$ cat src/rtl/hmmm_pkg.sv
// Shared opcode, ALU-operation and sequencer-state definitions for the Hmmm
// arithmetic execute stage.
package hmmm_pkg;

   localparam logic [3:0] OPC_ADDN = 4'b0101;
   localparam logic [3:0] OPC_ADD  = 4'b0110;
   localparam logic [3:0] OPC_SUB  = 4'b0111;
   localparam logic [3:0] OPC_MUL  = 4'b1000;
   localparam logic [3:0] OPC_DIV  = 4'b1001;
   localparam logic [3:0] OPC_MOD  = 4'b1010;

   localparam logic [2:0] ALU_ADD = 3'b000;
   localparam logic [2:0] ALU_SUB = 3'b001;
   localparam logic [2:0] ALU_MUL = 3'b010;
   localparam logic [2:0] ALU_DIV = 3'b011;
   localparam logic [2:0] ALU_MOD = 3'b100;

   typedef enum logic [2:0] {
      ST_IDLE    = 3'd0,
      ST_FETCH_A = 3'd1,
      ST_FETCH_B = 3'd2,
      ST_EXEC    = 3'd3,
      ST_WB      = 3'd4
   } state_t;

endpackage

$ cat src/rtl/hmmm_arith_decode.sv
// Combinational decode of a Hmmm arithmetic instruction word into ALU op,
// register fields and the sign-extended immediate.
module hmmm_arith_decode
   import hmmm_pkg::*;
#(
   parameter int DATA_W  = 16,
   parameter int RADDR_W = 4
) (
   input  logic [15:0]               instr,
   output logic                      legal,
   output logic [2:0]                alu_op,
   output logic                      is_imm,
   output logic [RADDR_W-1:0]        x,
   output logic [RADDR_W-1:0]        y,
   output logic [RADDR_W-1:0]        z,
   output logic signed [DATA_W-1:0]  imm16
);

   assign x     = instr[8 +: RADDR_W];
   assign y     = instr[4 +: RADDR_W];
   assign z     = instr[0 +: RADDR_W];
   assign imm16 = {{(DATA_W-8){instr[7]}}, instr[7:0]};

   always_comb begin
      legal  = 1'b1;
      alu_op = ALU_ADD;
      is_imm = 1'b0;
      case (instr[15:12])
         OPC_ADDN: is_imm = 1'b1;
         OPC_ADD:  alu_op = ALU_ADD;
         OPC_SUB:  alu_op = ALU_SUB;
         OPC_MUL:  alu_op = ALU_MUL;
         OPC_DIV:  alu_op = ALU_DIV;
         OPC_MOD:  alu_op = ALU_MOD;
         default:  legal  = 1'b0;
      endcase
   end

endmodule

$ cat src/rtl/alu_sequencer.sv
// Execute-stage sequencer: fetches operands into the ALU temp registers,
// captures the ALU result and flags, and writes the result back.
module alu_sequencer
   import hmmm_pkg::*;
#(
   parameter int DATA_W  = 16,
   parameter int RADDR_W = 4
) (
   input  logic               clk,
   input  logic               rst_n,
   input  logic               instr_valid,
   output logic               instr_ready,
   input  logic [15:0]        instr,
   output logic [RADDR_W-1:0] rf_raddr,
   input  logic [DATA_W-1:0]  rf_rdata,
   output logic               rf_we,
   output logic [RADDR_W-1:0] rf_waddr,
   output logic [DATA_W-1:0]  rf_wdata,
   output logic [DATA_W-1:0]  alu_tmp1,
   output logic [DATA_W-1:0]  alu_tmp2,
   output logic [2:0]         alu_op,
   output logic               alu_enable,
   input  logic [DATA_W-1:0]  alu_result,
   input  logic               alu_zero,
   input  logic               alu_carry,
   input  logic               alu_sign,
   output logic               flag_z,
   output logic               flag_c,
   output logic               flag_s,
   output logic               done,
   output logic               illegal,
   output logic               div_zero
);

   state_t state_q, state_d;

   logic                      dec_legal;
   logic [2:0]                dec_op;
   logic                      dec_imm;
   logic [RADDR_W-1:0]        dec_x, dec_y, dec_z;
   logic signed [DATA_W-1:0]  dec_imm16;

   logic [2:0]                op_q;
   logic                      is_imm_q;
   logic [RADDR_W-1:0]        x_q, y_q, z_q;
   logic signed [DATA_W-1:0]  imm_q;
   logic signed [DATA_W-1:0]  tmp1_q, tmp2_q, result_q;
   logic                      done_q, illegal_q, div_zero_q;

   logic                      accept;
   logic [DATA_W-1:0]         rd_forced;
   logic                      div_by_zero;

   hmmm_arith_decode #(.DATA_W(DATA_W), .RADDR_W(RADDR_W)) u_decode (
      .instr  (instr),
      .legal  (dec_legal),
      .alu_op (dec_op),
      .is_imm (dec_imm),
      .x      (dec_x),
      .y      (dec_y),
      .z      (dec_z),
      .imm16  (dec_imm16)
   );

   assign accept      = instr_valid && instr_ready;
   // r0 is architecturally zero regardless of what the file returns
   assign rd_forced   = (rf_raddr == '0) ? '0 : rf_rdata;
   assign div_by_zero = ((op_q == ALU_DIV) || (op_q == ALU_MOD)) && (tmp2_q == '0);

   always_ff @(posedge clk or negedge rst_n) begin
      if (!rst_n) state_q <= ST_IDLE;
      else        state_q <= state_d;
   end

   always_comb begin
      state_d = state_q;
      case (state_q)
         ST_IDLE:    if (accept && dec_legal) state_d = ST_FETCH_A;
         ST_FETCH_A: state_d = is_imm_q ? ST_EXEC : ST_FETCH_B;
         ST_FETCH_B: state_d = ST_EXEC;
         ST_EXEC:    state_d = div_by_zero ? ST_IDLE : ST_WB;
         ST_WB:      state_d = ST_IDLE;
         default:    state_d = ST_IDLE;
      endcase
   end

   always_comb begin
      instr_ready = 1'b0;
      rf_raddr    = '0;
      alu_enable  = 1'b0;
      rf_we       = 1'b0;
      case (state_q)
         ST_IDLE:    instr_ready = 1'b1;
         ST_FETCH_A: rf_raddr    = is_imm_q ? x_q : y_q;
         ST_FETCH_B: rf_raddr    = z_q;
         ST_EXEC:    alu_enable  = 1'b1;
         ST_WB:      rf_we       = (x_q != '0);
         default:    ;
      endcase
   end

   always_ff @(posedge clk or negedge rst_n) begin
      if (!rst_n) begin
         op_q     <= ALU_ADD;
         is_imm_q <= 1'b0;
         x_q      <= '0;
         y_q      <= '0;
         z_q      <= '0;
         imm_q    <= '0;
         tmp1_q   <= '0;
         tmp2_q   <= '0;
         result_q <= '0;
         flag_z   <= 1'b0;
         flag_c   <= 1'b0;
         flag_s   <= 1'b0;
      end else begin
         if (accept && dec_legal) begin
            op_q     <= dec_op;
            is_imm_q <= dec_imm;
            x_q      <= dec_x;
            y_q      <= dec_y;
            z_q      <= dec_z;
            imm_q    <= dec_imm16;
         end
         if (state_q == ST_FETCH_A) begin
            tmp1_q <= rd_forced;
            if (is_imm_q) tmp2_q <= imm_q;
         end
         if (state_q == ST_FETCH_B) tmp2_q <= rd_forced;
         // a zero divisor leaves both the result register and flags untouched
         if ((state_q == ST_EXEC) && !div_by_zero) begin
            result_q <= alu_result;
            flag_z   <= alu_zero;
            flag_c   <= alu_carry;
            flag_s   <= alu_sign;
         end
      end
   end

   // Every EXEC retires one cycle later, either through WB or directly on divide-by-zero
   always_ff @(posedge clk or negedge rst_n) begin
      if (!rst_n) begin
         done_q     <= 1'b0;
         illegal_q  <= 1'b0;
         div_zero_q <= 1'b0;
      end else begin
         done_q     <= (state_q == ST_EXEC);
         div_zero_q <= (state_q == ST_EXEC) && div_by_zero;
         illegal_q  <= accept && !dec_legal;
      end
   end

   assign alu_tmp1 = tmp1_q;
   assign alu_tmp2 = tmp2_q;
   assign alu_op   = op_q;
   assign rf_waddr = x_q;
   assign rf_wdata = result_q;
   assign done     = done_q;
   assign illegal  = illegal_q;
   assign div_zero = div_zero_q;

endmodule
$ cat config.mk
export PLATFORM = sky130hd
export DESIGN_NAME = alu_sequencer
export DESIGN_NICKNAME = d
export VERILOG_FILES = /design/src/rtl/hmmm_pkg.sv /design/src/rtl/hmmm_arith_decode.sv /design/src/rtl/alu_sequencer.sv
export SDC_FILE = /design/constraint.sdc
export NUM_CORES = 1
export LEC_CHECK = 0
export ABC_CLOCK_PERIOD_IN_PS = 2000
export CAP_MARGIN = 20
export CORE_MARGIN = 8
export CORE_UTILIZATION = 43
export DETAILED_ROUTE_END_ITERATION = 8
export GPL_TIMING_DRIVEN = 0
export PLACE_DENSITY_LB_ADDON = 0.08
export SLEW_MARGIN = 20
export SYNTH_ARGS = -nofsm -noshare
export SYNTH_HDL_FRONTEND = slang
export SYNTH_SLANG_ARGS = --single-unit
$ cat constraint.sdc
create_clock -name clk -period 2 [get_ports clk]
set_input_delay 0.2 -clock clk [delete_from_list [all_inputs] [get_ports clk]]
set_output_delay 0.2 -clock clk [all_outputs]
set_load 0.01 [all_outputs]
=== After elaboration in Yosys (flattened, before gate mapping) ===
Cells that the tools add are included.

* Logic and storage cells: 62
* Output and inout port bits: 68
* Input bits: 54
* Flip-flop bits (word level): 81

* Reductions and logical operators: 17
* Equality and inequality tests: 13
* Muxes and demuxes: 16

{| class="wikitable"
|+ Operator list
! cell !! count
|-
| $mux W16 || 4
|-
| $pmux W3 S4 || 2
|-
| $logic_not A16 Y1 || 1
|-
| $eq A4 B3 Y1 const B || 3
|-
| $eq A4 B4 Y1 const B || 3
|-
| $eq A3 B2 Y1 const B || 3
|-
| $pmux W4 S2 || 1
|-
| $eq A3 B3 Y1 const B || 2
|-
| $logic_and A1 B1 Y1 || 6
|-
| $mux W1 || 6
|-
| $mux W3 || 2
|-
| $reduce_or A6 Y1 || 1
|-
| $logic_not A4 Y1 || 1
|-
| $mux W4 || 1
|-
| $reduce_bool A2 Y1 || 2
|-
| $reduce_bool A4 Y1 || 1
|-
| $eq A3 B1 Y1 const B || 1
|-
| $logic_not A3 Y1 || 1
|-
| $logic_not A1 Y1 || 2
|-
| $ne A2 B2 Y1 const B || 1
|-
| $reduce_and A2 Y1 || 1
|-
| $logic_or A1 B1 Y1 || 1
|}

=== Depth between registers and ports, before layout ===
Gate-level depths: netlist of run 1.

* Word-level depth: 6
* Mapped depth: 5
* Mapped depth without buffers: 4

=== Cells and area by module ===
Synthesis of run 1 repeated with hierarchy kept, for this count alone.

* Cells, all modules: 321
* Area, all modules: 3995.1 µm²

{| class="wikitable"
|+ Modules (own cells, without submodules)
! module !! area each (µm²) !! times used !! sequential area each (µm²) !! cells each
|-
| alu_sequencer || 3704.8 || 1 || 2227.1 || 282
|-
| hmmm_arith_decode || 290.3 || 1 || 0.0 || 39
|}

=== Worst setup path after synthesis of run 1 ===
Ideal clock, no wire load.

* Kind: register to register
* Start: register tmp2_q[0] (netlist: alu_tmp2[0])
* End: register flag_c
* Arrival: 1.604 ns
* Setup slack: 0.272 ns
* Clock period less this slack: 1.728 ns
* Library setup time: 0.125 ns
* Buffers on the path: 1
* Stages on the path, launching flop included: 6
* Required time: 1.875 ns
* Path through: dfrtp_1 -> nor4_1 -> nand2_1 -> o31ai_1 -> buf_2 -> mux2_2

* Word-level cells in the longest chain between the ends: 4

{| class="wikitable"
|+ RTL lines
! what !! line !! text
|-
| from (decl) || alu_sequencer.sv:47 || <nowiki>logic signed [DATA_W-1:0] tmp1_q, tmp2_q, result_q;</nowiki>
|-
| from (signal assigned) || alu_sequencer.sv:127 || <nowiki>if (is_imm_q) tmp2_q <= imm_q;</nowiki>
|-
| from (signal assigned) || alu_sequencer.sv:129 || <nowiki>if (state_q == ST_FETCH_B) tmp2_q <= rd_forced;</nowiki>
|-
| $logic_not A16 Y1 || alu_sequencer.sv:68 || <nowiki>assign div_by_zero = ((op_q == ALU_DIV) || (op_q == ALU_MOD)) && (tmp2_q == '0);</nowiki>
|-
| $logic_and A1 B1 Y1 || alu_sequencer.sv:68 ||
|-
| $logic_not A1 Y1 || alu_sequencer.sv:131 || <nowiki>if ((state_q == ST_EXEC) && !div_by_zero) begin</nowiki>
|-
| $logic_and A1 B1 Y1 || alu_sequencer.sv:131 ||
|-
| to (signal assigned) || alu_sequencer.sv:134 || <nowiki>flag_c <= alu_carry;</nowiki>
|-
| to (decl) || alu_sequencer.sv:28 || <nowiki>output logic flag_c,</nowiki>
|}

No other way between the ends.
A chain may end at the register's enable or synchronous reset.

=== Worst setup path in the final report of run 1 ===
* Start: register state_q[1]
* End: output rf_raddr[2]

* Word-level cells in the longest chain between the ends: 2
* Elaborated cells between the ends (all ways): 3
* Classes of those cells: 2 x eq/ne; 1 x mux

{| class="wikitable"
|+ RTL lines
! what !! line !! text
|-
| from (decl) || alu_sequencer.sv:35 || <nowiki>state_t state_q, state_d;</nowiki>
|-
| from (signal assigned) || alu_sequencer.sv:72 || <nowiki>else state_q <= state_d;</nowiki>
|-
| $eq A3 B2 Y1 / $eq A3 B1 Y1 (equally long branches) || alu_sequencer.sv:92 || <nowiki>case (state_q)</nowiki>
|-
| $pmux W4 S2 (*) || alu_sequencer.sv:92 ||
|-
| to (decl) || alu_sequencer.sv:14 || <nowiki>output logic [RADDR_W-1:0] rf_raddr,</nowiki>
|}

Every way passes the cells marked *; elsewhere a longest branch is shown, timed or not.

==> impl_metrics.csv, run 1 <==
group,metric,value,unit
power,switchingPower,2.773,mW
finish,instances_no_fill,483,
timing,period_share,98.76,%
timing,fin_crit,1.975,ns
clocking,ctsHtreeMaxLevel,3,
yosys,syn_nets,300,
yosys,syn_area,3067,um^2
clocking,clkTransAtPathRegs,0.08,ns
worst_hold_path,hold_path_class,"input port to flip-flop",
floorplan,die_area,10090,um^2
yosys,ys_warn_count,0,
floorplan,fp.coreArea,6832,um^2
finish,final_nets,436,
timing,slew-limit-headroom,50.72,%
worst_setup_path,required,1.80,ns
yosys,synth_cell_types,35,
placed_design,gp_congestion,0.8098,
worst_setup_path,cp_max_fo,7,
timing,fmax,506.3,MHz
power,ir_worst_vdd,0.7070,mV
drt,first_pass_iters,4,
drt,via_per_inst,5.246,
timing,setup_tns,0,ns
worst_setup_path,reg2regPathDepth,5,
timing,worst_slew_pin_slew,0.7393,ns
yosys,synth_cells,246,
clocking,cts_buffers,9,
flow_run,maxCapViolCount,0,
finish,final_cell_mix,"clkdlybuf4s50_1, dfrtp_1, mux2_2, nand2_1, a22o_1",
finish,finalInstanceArea,4698,um^2
power,power,7.678,mW
clocking,ctsRootBufferMaster,"clkbuf_8",
worst_setup_path,rrSetupSlack,0.11,ns
drt,vias,2534,
power,p_int,4.905,mW
drt,drt_iter0_markers,99,
placed_design,place_ws,-0.2077,ns
timing,rsz0062_at_grt,"false",
worst_setup_path,critPathCaptureType,"primary output",
worst_setup_path,r2r-start,"alu_tmp2[1]",
run_status,outcome,"complete, no violations",
global_routing,grt_max_degree,43,
worst_setup_path,startpoint_type,"flip-flop",
yosys,avgSynthCellArea,12.47,um^2
floorplan,start_util,44.89,%
power,p_clk_share,15.4,%
finish,final_common_cell,"clkdlybuf4s50_1",
clocking,cts_tree,"done",
drt,routed_wl,8786,um
clocking,clk_latency,0.34,ns
global_routing,grt_pass1_wl,14040,um
floorplan,fp.dieH,100.5,um
drt,drc,0,
yosys,synth_area_leaders,"dfrtp_1, mux2_2, a22o_1",
yosys,synth_area_leader_cell,"dfrtp_1",
timing,holdWs,0.2851,ns
worst_setup_path,critPathKind,"flip-flop to primary output",
global_routing,track_usage,17.88,%
power,pwr-share-comb,48.3,%
clocking,numClockSinks,73,
power,seqPwrFrac,36.3,%
power,swShare,36.11,%
yosys,netlist.area_leader.share,59.57,%
timing,finalHoldViolCount,0,
finish,antenna_cells,0,
finish,layout-drive-gt1-share,19.64,%
finish,final_util,68.77,%
yosys,ys_seq_area_share,59.57,%
placed_design,hpwl,6486,um
timing,maxSlewViolCount,0,
global_routing,antenna_found_initial,0,
placed_design,io_buffers,120,
global_routing,gr-total-overflow,0,
timing,fin_skew,0.01320,ns
worst_setup_path,r2r-end,"rf_wdata[13]",
drt,ant_nets,0,
finish,syn_to_final_growth,53.20,%
power,p_per_area,1634,nW/um^2
worst_hold_path,hold_end,"illegal",
placed_design,dp_cells,463,
yosys,ys_ff_latch,73,
floorplan,num_io_pins,122,
placed_design,place_area,4405,um^2
worst_hold_path,holdPathStages,3,
worst_hold_path,worstHoldStart,"instr[14]",
timing,setup_slack,0.02488,ns
drt,wl_per_cell,18.19,um
floorplan,die_x,100.5,um
worst_setup_path,arrival,1.78,ns
floorplan,num_rows,30,
power,power.leakage,2.020,nW
timing,finalSetupViolCount,0,
global_routing,grt_pass1_vias,2709,
clocking,cts_buffer_depth,2,
==> final cells by class <==
class | instances | area, um^2
Inverter | 12 | 45.04
Buffer | 9 | 57.56
Clock buffer | 10 | 137.6
Timing Repair Buffer | 126 | 1251
Fill cell | 553 | 2133
Multi-Input combinational cell | 151 | 1190
Clock inverter | 6 | 67.56
Sequential cell | 73 | 1829
Tap cell | 96 | 120.1
==> Yosys cell counts <==
cell and instances:
nor2_1 15, nor4_1 7, inv_1 12, and3b_1 1
buf_2 7, mux2i_1 5, a22o_1 17, nand4_1 1
o21ai_0 9, o21a_1 1, nand2_1 21, nor3_2 1
a222oi_1 7, nor4b_4 1, nand2b_1 2, a21oi_1 12
a21o_1 1, o21bai_1 1, nand3_1 3, nor3b_1 1
o31ai_1 1, clkbuf_1 2, dfrtp_1 73, a31oi_1 1
or3b_4 1, o22ai_1 1, o2111ai_1 1, nand3b_1 1
a21bo_2 1, nor4b_1 3, a221oi_4 1, buf_6 1
mux2_2 32, nor2b_1 1, nor3_1 1
==> how the worst max path moves through the flow <==
stage,startpoint,end,slack [ns]
2_1_floorplan,alu_tmp2[0],flag_c,0.27
3_3_place_gp,rst_n,alu_tmp1[9],-1.88
3_5_place_dp,state_q[0],rf_raddr[3],-0.21
4_1_cts,state_q[1],rf_raddr[3],0.05
5_1_grt,alu_tmp2[12],rf_wdata[13],0.002
6_report,state_q[1],rf_raddr[2],0.02
==> logic make-up (layout without fill, tap and decap cells) <==
| kind of cell | Yosys count | count (layout) | share of synthesized area (%) |
|---|---|---|---|
| DFF | 73 | 73 | 59.57 |
| and+or+nand+nor | 60 | 60 | 10.40 |
| AOI/OAI and AO/OA | 54 | 54 | 13.42 |
| muxes | 37 | 37 | 13.38 |
| buffers and inverters | 22 | 163 | 3.223 |
==> power groups by stage <==
stage               Combinational (mW)  Clock [mW]  Sequential, mW
finish                            3.71        1.18            2.78
global route                      4.02        1.27            2.88
floorplan                         1.54           0            2.93
global placement                  3.63           0            2.72
CTS                               3.71        1.22            2.78
detailed placement                3.70           0            2.76
==> repair_timing <==
item / in CTS / in global routing
buffers inserted: 1 / 3
hold buffers: 1 / 0
resized for setup: 19 / 3
endpoints found under the hold margin: 41 / 0
pin swaps: 1 / 0
endpoints found under the setup margin: 26 / 24
==> routing by layer <==
layer | routed length, um | vias up | track usage, %
met5 | 0 | - | 0
met4 | 172 | 0 | 8.721
met3 | 705 | 15 | 6.215
met2 | 4260 | 94 | 28.82
met1 | 3648 | 1244 | 20.73
li1 | - | 1181 | -
==> worst max-delay path, stage by stage (launching register included) <==
cell and delay (ns):
dfrtp_2 0.47, or3b_4 0.43, o21ai_0 0.23, dlygate4sd2_1 0.30
==> sequential cells by signal, summed over array words and instances (netlist names) <==
signal and count:
div_zero 1, done 1, alu_tmp2 16, illegal 1
rf_wdata 16, flag_z 1, alu_op 3, alu_tmp1 16
is_imm_q 1, rf_waddr 4, z_q 3, flag_s 1
flag_c 1, state_q 3, y_q 4, imm_q 1
(Power assumes the default switching activity.)
==> run 2, diff against run 1 <==
Settings changed: ABC_CLOCK_PERIOD_IN_PS 2000 to 2170, CORE_ASPECT_RATIO from default to 1.2, SLEW_MARGIN 20 to 30.
Clock period 2 ns to 2.17 ns, I/O delays scaled along.
==> run 2 against run 1 <==
Routed wire length decreased by 2.2%. Via count shrank 0.63%. Design area is 0.35% lower. Combinational power is 9.7% lower. Clock-buffer cell count rose by 1. Utilization is 0.46 points lower. First-iteration DRC count rose by 27%. Cell count shrank 2.5%. Non-clock buffer count fell by 3. Sequential share of layout area is 0.14 points higher. Critical path type unchanged. Largest power group unchanged.
==> impl_metrics.csv, run 2 (synthesis gave the netlist of run 1 again) <==
group,metric,value,unit
timing,finalHoldViolCount,0,
worst_setup_path,reg2regPathDepth,5,
placed_design,gp_congestion,0.7969,
clocking,cts_buffers,9,
clocking,cts_buffer_depth,2,
timing,maxSlewViolCount,0,
worst_setup_path,critPathKind,"flip-flop to primary output",
worst_setup_path,critical_path.top_delay_family,"simple AND/OR/NAND/NOR gates",
global_routing,gr-total-overflow,0,
clocking,clkTransAtPathRegs,0.07,ns
power,seqPwrFrac,34.9,%
floorplan,fp.coreArea,6854,um^2
worst_setup_path,cp_max_fo,4,
worst_hold_path,worstHoldStart,"instr[14]",
power,p_clk_share,19.0,%
clocking,ctsHtreeMaxLevel,3,
power,switchingPower,2.468,mW
worst_setup_path,required,1.95,ns
finish,antenna_cells,0,
timing,holdWs,0.3052,ns
placed_design,dp_cells,454,
timing,rsz0062_at_grt,"false",
clocking,ctsRootBufferMaster,"clkbuf_8",
timing,fin_crit,2.109,ns
drt,first_pass_iters,4,
floorplan,fp.dieH,108.5,um
global_routing,grt_pass1_vias,2686,
placed_design,hpwl,6548,um
timing,fmax,474.1,MHz
floorplan,die_x,93.09,um
power,p_int,4.798,mW
finish,final_cell_mix,"clkdlybuf4s50_1, dfrtp_1, mux2_2, nand2_1, a22o_1",
clocking,numClockSinks,73,
power,swShare,33.97,%
drt,drc,0,
timing,slew-limit-headroom,52.20,%
drt,routed_wl,8596,um
drt,via_per_inst,5.346,
flow_run,maxCapViolCount,0,
worst_setup_path,slowest_delay,0.52,ns
floorplan,num_io_pins,122,
placed_design,io_buffers,120,
power,power.leakage,2.014,nW
worst_setup_path,worst-path-buf-inv,1,
worst_setup_path,arrival,1.89,ns
finish,fillers,563,
finish,final_util,68.31,%
global_routing,grt_max_degree,41,
finish,syn_to_final_growth,52.67,%
timing,setup_tns,0,ns
drt,wl_per_cell,18.25,um
run_status,outcome,"complete, no violations",
global_routing,grt_pass1_wl,14010,um
finish,multi_input_area,1159,um^2
floorplan,num_rows,33,
placed_design,place_ws,-0.1100,ns
drt,vias,2518,
finish,instances_no_fill,471,
drt,drt_iter0_markers,126,
power,p_per_area,1552,nW/um^2
clocking,clk_latency,0.34,ns
power,pwr-share-comb,46.1,%
worst_setup_path,rrSetupSlack,0.12,ns
finish,layout-drive-gt1-share,17.71,%
worst_hold_path,hold_path_class,"input port to flip-flop",
timing,setup_slack,0.06095,ns
global_routing,track_usage,17.74,%
timing,period_share,97.19,%
worst_hold_path,hold_end,"illegal",
timing,finalSetupViolCount,0,
worst_setup_path,critPathCaptureType,"primary output",
floorplan,die_area,10100,um^2
floorplan,start_util,44.74,%
worst_setup_path,r2r-start,"alu_tmp2[1]",
finish,final_nets,433,
finish,regArea,1829,um^2
worst_setup_path,startpoint_type,"flip-flop",
worst_setup_path,path_cells,"nor4_2 -> nor4b_2 -> clkdlybuf4s50_1",
timing,worst_slew_pin_slew,0.7170,ns
worst_setup_path,cp_slowest_cell,"nor4_2",
worst_hold_path,holdPathStages,3,
global_routing,antenna_found_initial,0,
power,ir_worst_vdd,0.9435,mV
drt,ant_nets,0,
worst_setup_path,r2r-end,"rf_wdata[4]",
timing,fin_skew,0.008455,ns
clocking,cts_tree,"done",
finish,final_common_cell,"clkdlybuf4s50_1",
run 2: worst reg2reg max path, cell delays in order, from the launching register on:
cell and delay [ns]:
dfrtp_1 0.41, nor4_1 0.43, nand2_1 0.13, o31ai_1 0.28, buf_2 0.31, mux2_2 0.38
run 2: layout make-up:
class                   instances  area share (%)
repair buffers                123           26.30
well taps                      87           2.325
multi-input cells             151           24.75
plain buffers                   9           1.069
clock inverters                 5           2.726
flip-flops and latches         73           39.07
clock buffers                  11           2.806
inverters                      12          0.9621
run 2: repair_timing:
| action | CTS | global route |
|---|---|---|
| setup endpoints to repair | 5 | 0 |
| setup buffers | 1 | 0 |
| gates resized for setup | 10 | 0 |
| hold endpoints to repair | 33 | 0 |
| hold buffers | 1 | 0 |
run 2: per-layer routing:
layer / part of all wire, % / track usage, % / wire, um
met5: 0 / 0 / 0
met4: 1.3 / 5.652 / 109
met3: 8.6 / 8.177 / 743
met2: 49 / 28.91 / 4209
met1: 41 / 20.27 / 3533
run 2: worst max-delay path by stage:
stage | start | to | slack (ns) | depth (start not counted)
2_1_floorplan | alu_tmp2[0] | flag_c | 0.44 | 5
3_3_place_gp | rst_n | rf_wdata[8] | -1.71 | 1
3_5_place_dp | state_q[0] | rf_raddr[2] | -0.11 | 4
4_1_cts | rf_waddr[0] | rf_we | 0.02 | 3
5_1_grt | alu_tmp2[0] | rf_wdata[10] | 0.02 | 5
6_report | rf_waddr[0] | rf_we | 0.06 | 3
run 2: through the flow:
step	instance area, um^2	power (mW)
2_1_floorplan	3067	4.123
5_1_grt	4682	7.720
6_report	4682	7.265
4_1_cts	4682	7.357
3_3_place_gp	4377	5.853
3_5_place_dp	4394	5.959
run 2: power groups by stage:
stage,sequential (mW),combinational (mW),clock [mW]
2_1_floorplan,2.70,1.42,0
3_3_place_gp,2.51,3.34,0
3_5_place_dp,2.54,3.41,0
4_1_cts,2.54,3.42,1.40
5_1_grt,2.63,3.64,1.46
6_report,2.54,3.35,1.38
==> run 3, diff against run 2 <==
Settings changed: CORE_UTILIZATION 43 to 35.
==> run 3 against run 2 <==
Sequential power is essentially flat. Clock skew grew 0.0057 ns. Sequential share of layout area shrank 0.46 points. Total power shrank 0.42%. Clock-buffer cell count shrank 2. Critical endpoint is now rf_wdata[10]. Largest cell class unchanged. Highest routed layer unchanged.
==> impl_metrics.csv, run 3 (synthesis gave the netlist of run 1 again) <==
group,metric,value,unit
timing,fin_crit,2.053,ns
clocking,ctsHtreeMaxLevel,3,
clocking,clkTransAtPathRegs,0.09,ns
worst_setup_path,r2r-end,"rf_wdata[10]",
finish,final_nets,433,
power,p_per_area,1527,nW/um^2
power,seqPwrFrac,35.2,%
timing,slew-limit-headroom,52.17,%
clocking,ctsRootBufferMaster,"clkbuf_8",
timing,setup_slack,0.1166,ns
run_status,outcome,"complete, no violations",
worst_setup_path,arrival,2.28,ns
drt,ant_nets,0,
timing,finalHoldViolCount,0,
worst_setup_path,critPathCaptureType,"flip-flop",
worst_setup_path,startpoint_type,"flip-flop",
finish,finalInstanceArea,4738,um^2
global_routing,grt_pass1_wl,14280,um
worst_setup_path,required,2.39,ns
timing,worst_slew_pin_slew,0.7174,ns
global_routing,track_usage,15.32,%
timing,finalSetupViolCount,0,
placed_design,hpwl,6641,um
finish,layout-drive-gt1-share,18.49,%
clocking,numClockSinks,73,
clocking,cts_tree,"done",
worst_setup_path,r2r-start,"alu_tmp2[13]",
worst_setup_path,critPathLaunch,"alu_tmp2[13]",
placed_design,io_buffers,120,
timing,fin_skew,0.01413,ns
drt,vias,2462,
worst_setup_path,cp_max_fo,10,
floorplan,fp.coreArea,8564,um^2
finish,antenna_cells,0,
clocking,clk_latency,0.35,ns
placed_design,place_area,4439,um^2
worst_setup_path,critPathKind,"flip-flop to flip-flop",
drt,via_per_inst,4.914,
placed_design,place_ws,-0.1079,ns
finish,multi_input_area,1174,um^2
power,swShare,34.99,%
finish,regArea,1829,um^2
power,p_int,4.704,mW
worst_hold_path,hold_path_class,"input port to flip-flop",
worst_setup_path,rrSetupSlack,0.12,ns
placed_design,gp_congestion,0.7499,
floorplan,start_util,35.81,%
drt,routed_wl,8838,um
flow_run,maxCapViolCount,0,
floorplan,die_area,12030,um^2
global_routing,gr-total-overflow,0,
global_routing,grt_max_degree,43,
worst_hold_path,holdPathStages,3,
global_routing,antenna_found_initial,0,
global_routing,grt_pass1_vias,2704,
finish,final_common_cell,"clkdlybuf4s50_1",
drt,first_pass_iters,4,
drt,drt_iter0_markers,126,
timing,fmax,487.0,MHz
timing,period_share,94.63,%
floorplan,num_io_pins,122,
clocking,cts_buffer_depth,2,
power,power.leakage,2.036,nW
worst_setup_path,cp-endpoint,"rf_wdata[10]",
power,pwr-share-comb,46.4,%
timing,rsz0062_at_grt,"false",
power,p_clk_share,18.4,%
finish,final_cell_mix,"clkdlybuf4s50_1, dfrtp_1, mux2_2, nand2_1, a22o_1",
drt,wl_per_cell,17.64,um
clocking,cts_buffers,9,
floorplan,fp.dieH,118.5,um
floorplan,num_rows,37,
timing,maxSlewViolCount,0,
finish,fillers,748,
worst_setup_path,reg2regPathDepth,5,
floorplan,die_x,101.5,um
timing,setup_tns,0,ns
drt,drc,0,
power,switchingPower,2.532,mW
power,ir_worst_vdd,0.6788,mV
finish,syn_to_final_growth,54.51,%
run 3: cell types whose count changed in the layout (fill, tap and decap cells not counted), sizes merged:
cell	previous run	this run
inv	12	15
buf	11	9
bufinv	4	3
clkdlybuf4s50	115	114
dlymetal6s2s	0	1
run 3: power by group through the flow:
stage	Clock [mW]	Sequential [mW]	Combinational, mW
after floorplan	0	2.70	1.42
after global placement	0	2.52	3.38
after detailed placement	0	2.54	3.42
after CTS	1.37	2.53	3.41
after global routing	1.41	2.63	3.66
final	1.33	2.55	3.36
run 3: metrics by stage:
step	util (%)	hold WS, ns	power [mW]	cells
final	55.33	0.2945	7.235	501
after global routing	55.33	0.3184	7.702	501
after CTS	54.99	0.2722	7.313	501
after detailed placement	51.83	0.1964	5.957	484
after global placement	51.54	0.4848	5.893	483
after floorplan	-	-0.07859	4.123	246
run 3: worst min-delay path by stage:
stage	slack (ns)	endpoint	start
after CTS	0.27	alu_op[2]	instr[14]
after global placement	0.48	rf_wdata[5]	rf_wdata[5]
final	0.29	alu_op[2]	instr[14]
after floorplan	-0.08	alu_op[0]	rst_n
after global routing	0.32	is_imm_q	instr[14]
after detailed placement	0.20	flag_s	rst_n
run 3: cell type report:
cell class	instances	share of cell area, %
buffer	9	1.162
sequential	73	38.61
timing repair buffer	123	26.19
tap	117	3.090
multi-input combinational	151	24.77
clock inverter	7	2.614
inverter	12	0.9506
clock buffer	9	2.614
run 3: worst max-delay path: stages, from the launching register on:
cell	delay [ns]
dfrtp_1	0.40
nor4_1	0.33
nand2_1	0.17
o31ai_1	0.36
clkbuf_4	0.31
mux2_2	0.36
run 3: what timing repair did:
action	in CTS	in global routing
setup buffers	1	0
hold buffers	1	0
pin swaps	1	0
gates resized for setup	9	6
endpoints found under the setup margin	5	16
hold endpoints to repair	31	0
run 3: routing by layer:
layer / track usage, % / part of all wire (%)
met1: 17.89 / 42
met2: 25.35 / 50
met3: 4.580 / 6.5
met4: 6.443 / 1.9
met5: 0 / 0
